<file path="src/rtl/seg_pkg.sv">
// Shared constants, state encoding and arithmetic helper for the segment classifier.
package seg_pkg;

    localparam int NUM_SEG  = 6;
    localparam int NUM_QUAD = 4;

    localparam logic [9:0] SEG_X0 [NUM_SEG] = '{10'd50, 10'd140, 10'd230, 10'd335, 10'd425, 10'd515};
    localparam logic [9:0] WIN_L     = 10'd37;
    localparam logic [9:0] WIN_R     = 10'd37;
    localparam logic [9:0] ROW_TOP   = 10'd150;
    localparam logic [9:0] ROW_MID   = 10'd225;
    localparam logic [9:0] ROW_BOT   = 10'd300;
    localparam logic [9:0] TRIG_LINE = 10'd301;

    localparam logic [15:0] TH_DEFAULT = 16'd20000;

    typedef enum logic {
        ST_ACCUM    = 1'b0,
        ST_CLASSIFY = 1'b1
    } state_t;

    function automatic logic [15:0] sat_add(input logic [15:0] acc, input logic [3:0] red);
        logic [16:0] sum;
        sum = {1'b0, acc} + {13'd0, red};
        return sum[16] ? 16'hFFFF : sum[15:0];
    endfunction

endpackage

</file>
<file path="src/rtl/seg_window_decode.sv">
// Maps a pixel position to its segment/quadrant window; in_win low outside all 24 windows.
module seg_window_decode
    import seg_pkg::*;
(
    input  logic [9:0] hcnt,
    input  logic [9:0] vcnt,
    output logic       in_win,
    output logic [2:0] seg_idx,
    output logic [1:0] quad
);

    logic row_up;
    logic row_lo;
    logic col_hit;

    assign row_up = (vcnt > ROW_TOP) && (vcnt <= ROW_MID);
    assign row_lo = (vcnt > ROW_MID) && (vcnt <= ROW_BOT);

    always_comb begin
        col_hit = 1'b0;
        seg_idx = 3'd0;
        quad    = 2'd0;
        for (int s = 0; s < NUM_SEG; s++) begin
            if ((hcnt > SEG_X0[s]) && (hcnt <= SEG_X0[s] + WIN_L)) begin
                col_hit = 1'b1;
                seg_idx = 3'(s);
                quad[0] = 1'b0;
            end else if ((hcnt > SEG_X0[s] + WIN_L) && (hcnt <= SEG_X0[s] + WIN_L + WIN_R)) begin
                col_hit = 1'b1;
                seg_idx = 3'(s);
                quad[0] = 1'b1;
            end
        end
        quad[1] = row_lo;
    end

    assign in_win = col_hit && (row_up || row_lo);

endmodule

</file>
<file path="src/rtl/segment_classify.sv">
// Accumulates red intensity per segment quadrant over a frame, then thresholds
// one segment per cycle into a 24-bit lit mask.
//
//   state       | meaning
//   ST_ACCUM    | summing windowed red into the 24 quadrant accumulators
//   ST_CLASSIFY | evaluating segment idx_q (0..5), one per cycle
module segment_classify
    import seg_pkg::*;
#(
    parameter logic [15:0] TH_Q0 = TH_DEFAULT,
    parameter logic [15:0] TH_Q1 = TH_DEFAULT,
    parameter logic [15:0] TH_Q2 = TH_DEFAULT,
    parameter logic [15:0] TH_Q3 = TH_DEFAULT
) (
    input  logic        clk,
    input  logic        rst,
    input  logic        pix_valid,
    input  logic [9:0]  hcnt,
    input  logic [9:0]  vcnt,
    input  logic [11:0] pixel_in,
    output logic [23:0] seg_pattern,
    output logic        result_valid,
    output logic        busy
);

    state_t      state_q, state_d;
    logic [2:0]  idx_q, idx_d;
    logic [23:0] work_q, work_d;
    logic [23:0] pat_q, pat_d;
    logic        valid_q, valid_d;
    logic [15:0] acc_q [NUM_SEG*NUM_QUAD];
    logic [15:0] acc_d [NUM_SEG*NUM_QUAD];

    logic       in_win;
    logic [2:0] seg_idx;
    logic [1:0] quad;
    logic       frame_start;
    logic       end_trig;
    logic [3:0] nib;
    logic       unused_pix;

    seg_window_decode u_decode (
        .hcnt    (hcnt),
        .vcnt    (vcnt),
        .in_win  (in_win),
        .seg_idx (seg_idx),
        .quad    (quad)
    );

    assign frame_start = (hcnt == 10'd0) && (vcnt == 10'd0);
    assign end_trig    = (hcnt == 10'd0) && (vcnt == TRIG_LINE);
    assign unused_pix  = ^pixel_in[7:0];

    assign nib[0] = acc_q[{idx_q, 2'd0}] > TH_Q0;
    assign nib[1] = acc_q[{idx_q, 2'd1}] > TH_Q1;
    assign nib[2] = acc_q[{idx_q, 2'd2}] > TH_Q2;
    assign nib[3] = acc_q[{idx_q, 2'd3}] > TH_Q3;

    always_comb begin
        state_d = state_q;
        idx_d   = idx_q;
        work_d  = work_q;
        pat_d   = pat_q;
        valid_d = 1'b0;
        acc_d   = acc_q;

        // Frame start wins in either state; in CLASSIFY it aborts without a result.
        if (frame_start) begin
            for (int i = 0; i < NUM_SEG*NUM_QUAD; i++) acc_d[i] = '0;
            state_d = ST_ACCUM;
            idx_d   = 3'd0;
        end else begin
            case (state_q)
                ST_ACCUM: begin
                    if (end_trig) begin
                        state_d = ST_CLASSIFY;
                        idx_d   = 3'd0;
                    end else if (pix_valid && in_win) begin
                        acc_d[{seg_idx, quad}] = sat_add(acc_q[{seg_idx, quad}], pixel_in[11:8]);
                    end
                end
                ST_CLASSIFY: begin
                    work_d[{idx_q, 2'b00} +: 4] = nib;
                    if (idx_q == 3'(NUM_SEG - 1)) begin
                        pat_d   = work_d;
                        valid_d = 1'b1;
                        state_d = ST_ACCUM;
                        idx_d   = 3'd0;
                    end else begin
                        idx_d = idx_q + 3'd1;
                    end
                end
                default: begin
                    state_d = ST_ACCUM;
                    idx_d   = 3'd0;
                end
            endcase
        end
    end

    always_ff @(posedge clk) begin
        if (rst) begin
            state_q <= ST_ACCUM;
            idx_q   <= 3'd0;
            work_q  <= '0;
            pat_q   <= '0;
            valid_q <= 1'b0;
            for (int i = 0; i < NUM_SEG*NUM_QUAD; i++) acc_q[i] <= '0;
        end else begin
            state_q <= state_d;
            idx_q   <= idx_d;
            work_q  <= work_d;
            pat_q   <= pat_d;
            valid_q <= valid_d;
            acc_q   <= acc_d;
        end
    end

    assign seg_pattern  = pat_q;
    assign result_valid = valid_q;
    assign busy         = (state_q == ST_CLASSIFY);

endmodule

</file>
<file path="config.mk">
export PLATFORM = sky130hd
export DESIGN_NAME = segment_classify
export DESIGN_NICKNAME = d
export VERILOG_FILES = /design/src/rtl/seg_pkg.sv /design/src/rtl/seg_window_decode.sv /design/src/rtl/segment_classify.sv
export SDC_FILE = /design/constraint.sdc
export NUM_CORES = 1
export LEC_CHECK = 0
export ABC_AREA = 1
export CAP_MARGIN = 20
export CORE_MARGIN = 2
export CORE_UTILIZATION = 55
export CTS_CLUSTER_DIAMETER = 30
export DETAILED_ROUTE_END_ITERATION = 10
export PLACE_DENSITY = 0.72
export SYNTH_ARGS = -nofsm -noshare
export SYNTH_HDL_FRONTEND = slang
export SYNTH_SLANG_ARGS = --single-unit
</file>
<file path="constraint.sdc">
create_clock -name clk -period 13.9 [get_ports clk]
set_input_delay 1.39 -clock clk [delete_from_list [all_inputs] [get_ports clk]]
set_output_delay 1.39 -clock clk [all_outputs]
set_load 0.01 [all_outputs]
</file>
==> results of run 1 <==
[layer usage]
metal / track usage, % / vias up / share of wire (%)
met5: 0 / - / 0
met4: 21.01 / 0 / 6.3
met3: 8.478 / 311 / 12
met2: 56.24 / 1480 / 43
met1: 46.50 / 11700 / 39
li1: - / 12495 / -
[cell families after synthesis]
| logic type | Yosys count | synth area share (%) |
|---|---|---|
| compound gates | 888 | 19.36 |
| xor+xnor | 6 | 0.2144 |
| fa+ha+maj | 9 | 0.4900 |
| buf+inv | 903 | 15.11 |
| flops | 437 | 35.69 |
| mux | 2 | 0.09187 |
| simple gates | 1684 | 29.05 |
[area by class of cell]
cell class | instances | area, µm² | area share (%)
Multi-Input combinational cell | 2589 | 12100 | 42.15
Sequential cell | 437 | 8752 | 30.50
Clock buffer | 129 | 2889 | 10.07
Inverter | 659 | 2474 | 8.619
Timing Repair Buffer | 104 | 934.6 | 3.257
Clock inverter | 68 | 812.0 | 2.829
Tap cell | 592 | 740.7 | 2.581
[flip-flops by register name, summed over array words and instances (netlist names)]
register,flops
acc_q,384
seg_pattern,24
work_q,24
idx_q,3
busy,1
result_valid,1
[cells in the mapped netlist, drive strengths merged (3+ instances only)]
cell	count
clkinv	22
xor2	4
a31oi	14
a21oi	310
buf	88
nand3	269
a211oi	3
dfxtp	437
nor2	508
o22ai	51
o221ai	3
nor3	70
o21ai	452
nand3b	14
o211ai	13
a22oi	3
o2111ai	11
nand4	30
o31ai	16
nand2	773
ha	8
nor4	18
inv	637
o21a	6
clkbuf	156
[power groups by stage]
stage	clock, mW	sequential, mW	combinational, mW
floorplan	0	1.30	0.415
global placement	0	1.30	0.569
detailed placement	0	1.30	0.573
CTS	2.53	1.28	0.577
global route	2.60	1.28	0.637
finish	2.53	1.28	0.598
[per-stage QoR]
stage	setup slack [ps]	utilization [%]	power [mW]	instance area (µm²)
final	5807	65.04	4.406	28700
after global routing	5402	65.04	4.519	28700
after CTS	6168	64.97	4.388	28670
after detailed placement	5577	56.58	1.873	24970
after global placement	5590	56.55	1.870	24950
after floorplan	8132	-	1.714	24510
[worst max path at each step]
stage	startpoint	end	slack (ps)	cells after the start
2_1_floorplan	hcnt[9]	acc_q[134]	8130	32
5_1_grt	hcnt[1]	acc_q[210]	5400	30
3_3_place_gp	hcnt[1]	acc_q[225]	5590	27
3_5_place_dp	hcnt[9]	acc_q[226]	5580	27
4_1_cts	hcnt[1]	acc_q[256]	6170	30
6_report	hcnt[1]	acc_q[224]	5810	27
[worst max-delay path, cell delays in order]
cell and delay, ps:
clkdlybuf4s50_1 510, nor2_1 300, inv_1 170, nor3_1 160, nand2_1 80, nand2_1 90
inv_2 40, nand2_1 70, nand2_1 80, nor2_4 70, buf_4 430, nand2_8 350
nand2_2 130, buf_4 510, o22ai_1 150, o21ai_0 460, nand4_1 340, a31oi_1 270
ha_1 310, a21oi_1 160, and2_1 260, nor2_2 90, nand2_4 400, buf_4 760
nand2_4 440, o21ai_0 360, inv_1 70
==> out/qor.yml, run 1 <==
outcome:
  status: "complete, no violations"
synth:
  yosysSeqAreaShare_pct: 35.69
  async_flop_share_pct: 0
  synth_edf_count: 0
  synthCells: 3929
  syn-num-nets: 3973
  synth_ff_type: "dfxtp_1"
  synth.area.top_cells: "dfxtp_1 36%, nand2_1 12%, inv_1 9.5%"
  synth_area_leader_cell: "dfxtp_1"
  netlist.area_leader.share_pct: 35.69
  synthDistinctLibCells: 46
  ys.warnings.count: 0
  ys_ff_latch: 437
  avgSynthCellArea_um2: 6.239
  syn_area_um2: 24510
power_and_ir_drop:
  p_int_mw: 3.116
  switching_share_pct: 29.29
  clkPwrFrac_pct: 57.4
  p_switching_mw: 1.290
  seqPwrFrac_pct: 29.0
  max-vdd-ir-drop_mv: 0.1734
  combinationalPowerShare_pct: 13.6
  p_leak_nw: 13.95
  power_density_nw_per_um2: 153.5
global_routing:
  grt_usage_pct: 36.35
  grt_pass1_vias: 23990
  grt_max_degree: 123
  antenna_found_initial: 0
  grt_pass1_wl_um: 132900
  grt-ovfl-total: 0
route:
  post_drt_wl_per_cell_um: 18.67
  wirelength_um: 85450
  dr_total_vias: 25986
  drtIter0Drc: 2998
  ant_nets: 0
  drt-vias-per-instance: 5.676
  drtPass1Iterations: 6
  drc: 0
clocking:
  clock_latency_ps: 650
  clk_pin_slew_ps: 40
  clock-sinks: 437
  cts_hold_buf: 0
  cts-htree-levels: 3
  clk_root_buffer_cell: "clkbuf_16"
  postCtsResizedCells: 0
  cts_buffers: 105
  post-cts-setup-buffers: 0
  cts_tree: "yes"
  clk_path_buf_depth: 3
timing:
  fmax_ghz: 0.1236
  whs_ps: 458.8
  tns_ps: 0
  rsz0062_at_grt: "no"
  period_share_pct: 58.22
  finalClockSkew_ps: 27.18
  maxSlewViolCount: 0
  slew_headroom_pct: 22.75
  min_period_ps: 8093
  tightest_slew_ps: 1159
  setup_violations: 0
  finalHoldViolations: 0
critical_path:
  reg2reg_to: "acc_q[224]"
  worstPathArrival_ps: 8610
  reg2reg_from: "acc_q[163]"
  reg2regPathDepth: 13
  cp-end-kind: "flip-flop"
  cp-start-kind: "input port"
  cp_max_fo: 68
  r2r_slack_ps: 9350
  required_ps: 14420
  worst-setup-path-type: "in2reg"
floorplan:
  die_y_um: 215.1
  rows: 77
  io_pins: 61
  dieArea_um2: 46270
  coreArea_um2: 44120
  die_x_um: 215.1
  start_util_pct: 55.55
final_layout:
  final_common_cell: "nand2_1"
  fillCellCount: 4156
  area_growth_pct: 17.08
  nNetsFinal: 3940
  fin_cells: 4578
  antenna_cells: 0
  final_cell_mix: "753 x nand2_1, 619 x inv_1, 491 x nor2_1"
  drive_gt1_share_pct: 7.978
worst_hold_path:
  holdCritPathClass: "reg2reg"
  hold-path-endpoint: "work_q[1]"
  hold_path.startpoint: "work_q[1]"
  holdPathStages: 2
run:
  maxCapViolCount: 0
place:
  dpl.cell_count: 4379
  gp_congestion: 0.9474
  io_buffers: 52
  dpl.hpwl_um: 54320
Power figures use the tool's default switching activity.
==> run 2, diff against run 1 <==
--- a/config.mk
+++ b/config.mk
@@ -11,7 +11,7 @@
 export CORE_UTILIZATION = 55
 export CTS_CLUSTER_DIAMETER = 30
 export DETAILED_ROUTE_END_ITERATION = 10
-export PLACE_DENSITY = 0.72
+export PLACE_DENSITY = 0.75
 export SYNTH_ARGS = -nofsm -noshare
 export SYNTH_HDL_FRONTEND = slang
 export SYNTH_SLANG_ARGS = --single-unit
==> constraint.sdc (replaced) <==
create_clock -name clk -period 6.53 [get_ports clk]
set_input_delay 0.653 -clock clk [delete_from_list [all_inputs] [get_ports clk]]
set_output_delay 0.653 -clock clk [all_outputs]
set_load 0.01 [all_outputs]
==> run 2 against run 1 <==
Power rose by 100%. Worst setup slack got worse by 5100 ps. Routed wire length shrank 0.58%.
==> out/qor.yml, run 2 (synthesis gave the netlist of run 1 again) <==
clocking:
  cts_tree: "yes"
  cts_hold_buf: 0  # unchanged
  cts-htree-levels: 3  # unchanged
  clock_latency_ps: 630  # -20 ps
  cts_buffers: 102  # -2.9%
  postCtsResizedCells: 0  # unchanged
  clk_root_buffer_cell: "clkbuf_16"
  clock-sinks: 437  # unchanged
  clk_pin_slew_ps: 50  # about the same
  clk_path_buf_depth: 3  # unchanged
  post-cts-setup-buffers: 0  # unchanged
timing:
  fmax_ghz: 0.1721
  whs_ps: 465.4  # +6.598 ps
  finalClockSkew_ps: 23.56  # -3.618 ps
  period_share_pct: 88.96
  setup_violations: 0  # unchanged
  maxSlewViolCount: 0  # unchanged
  finalHoldViolations: 0  # unchanged
  min_period_ps: 5809
  rsz0062_at_grt: "no"
  tns_ps: 0  # unchanged
  slew_headroom_pct: 25.36  # +2.6 points
  tightest_slew_ps: 1120  # -39.07 ps
  fin_ws_ps: 721.1  # -5086 ps
critical_path:
  worstPathArrival_ps: 6320  # -2290 ps
  cp-end-kind: "flip-flop"
  cp-start-kind: "input port"
  crit_path_start: "hcnt[1]"
  worst-setup-path-type: "in2reg"
  required_ps: 7040  # -7380 ps
  cp_max_fo: 28  # -59%
  reg2reg_from: "busy"
  r2r_slack_ps: 2400  # -6950 ps
  reg2regPathDepth: 11  # -2
  reg2reg_to: "acc_q[152]"
  crit_path_end: "acc_q[224]"
floorplan:
  start_util_pct: 55.55  # unchanged
  coreArea_um2: 44120  # unchanged
  io_pins: 61  # unchanged
  rows: 77  # unchanged
  die_y_um: 215.1  # unchanged
  dieArea_um2: 46270  # unchanged
  die_x_um: 215.1  # unchanged
final_layout:
  multiInputGateArea_um2: 12090  # about the same
  largest_register: "acc_q"
  largest_reg_flops: 384  # unchanged
  stdcell_area_um2: 28720  # about the same
  nNetsFinal: 3965  # +0.63%
  antenna_cells: 0  # unchanged
  final_cell_mix: "754 x nand2_1, 619 x inv_1, 491 x nor2_1"
  final_common_cell: "nand2_1"
  area_growth_pct: 17.15  # about the same
  drive_gt1_share_pct: 7.944  # -0.034 points
  fillCellCount: 4058  # -2.4%
  seqCellArea_um2: 8752  # unchanged
power_and_ir_drop:
  p_int_mw: 6.432  # +110%
  p_switching_mw: 2.588  # +100%
  finalPower_mw: 9.020  # +100%
  clkPwrFrac_pct: 55.1  # -2.3 points
  combinationalPowerShare_pct: 14.7  # +1.1 points
  switching_share_pct: 28.69  # -0.59 points
  max-vdd-ir-drop_mv: 0.3783  # +120%
  power_density_nw_per_um2: 314.1  # +100%
  seqPwrFrac_pct: 30.2  # +1.2 points
  p_leak_nw: 14.04  # +0.69%
global_routing:
  grt_max_degree: 163  # +33%
  grt_pass1_wl_um: 131800  # -0.81%
  grt_usage_pct: 35.88  # -0.47 points
  antenna_found_initial: 1  # +1
  grt_pass1_vias: 23996  # +0.025%
  grt-ovfl-total: 0  # unchanged
worst_hold_path:
  hold_path.startpoint: "work_q[1]"
  holdCritPathClass: "reg2reg"
place:
  gp_congestion: 0.9701  # +2.4%
  place_area_um2: 25250  # +1.2%
  io_buffers: 52  # unchanged
  post-place-ws_ps: 381.0  # -5196 ps
  dpl.hpwl_um: 55810  # +2.8%
route:
  ant_nets: 0  # unchanged
  drtIter0Drc: 3365  # +12%
  post_drt_wl_per_cell_um: 18.49  # -0.95%
  drtPass1Iterations: 8  # +2
  drt-vias-per-instance: 5.681  # about the same
  wirelength_um: 84960  # -0.58%
  dr_total_vias: 26106  # +0.46%
  drc: 0  # unchanged
outcome:
  status: "complete, no violations"
run:
  maxCapViolCount: 0  # unchanged
[run 2: power by group through the flow]
stage / registers, mW / clock network, mW / logic [mW]
4_1_cts: 2.72 / 4.97 / 1.28
3_5_place_dp: 2.77 / 0 / 1.27
2_1_floorplan: 2.77 / 0 / 0.882
3_3_place_gp: 2.77 / 0 / 1.27
5_1_grt: 2.72 / 5.11 / 1.41
6_report: 2.72 / 4.97 / 1.33
[run 2: routing by layer]
metal  GRT usage [%]  part of all wire, %  vias to the layer above
li1                -                    -                    12532
met1           46.54                   40                    11819
met2           55.52                   43                     1462
met3           8.436                   11                      293
met4           18.99                  5.4                        0
met5               0                    0                        -
[run 2: stage by stage]
stage	utilization [%]	instances
CTS	64.93	4592
global placement	57.20	4405
floorplan	-	3929
global route	65.08	4595
finish	65.08	4595
detailed placement	57.23	4406
[run 2: critical path: stages]
cell	delay [ps]
clkdlybuf4s50_1	510
nor2_1	290
inv_1	170
nor3_1	170
nand2_1	70
nand2_1	90
inv_2	40
nand2_1	70
nand2_1	90
nor2_4	190
nand2_8	120
nand2_2	290
o22ai_1	140
o21ai_0	470
nand4_1	360
a31oi_1	480
ha_1	370
a21oi_1	150
and2_1	370
nor2_2	120
nand2_4	210
buf_12	230
nand2_4	270
o21ai_0	290
inv_1	60
[run 2: how the worst min path moves through the flow]
stage	end	slack (ps)	cells past startpoint
6_report	work_q[1]	470	2
5_1_grt	work_q[17]	500	2
4_1_cts	work_q[1]	470	2
3_5_place_dp	work_q[17]	460	2
3_3_place_gp	work_q[1]	450	2
2_1_floorplan	work_q[17]	430	2
[run 2: layout make-up]
type	instances	area share [%]
Clock inverter	36	1.429
Clock buffer	150	10.39
Multi-Input combinational cell	2589	42.12
Timing Repair Buffer	132	4.388
Sequential cell	437	30.48
Tap cell	592	2.580
Inverter	659	8.614
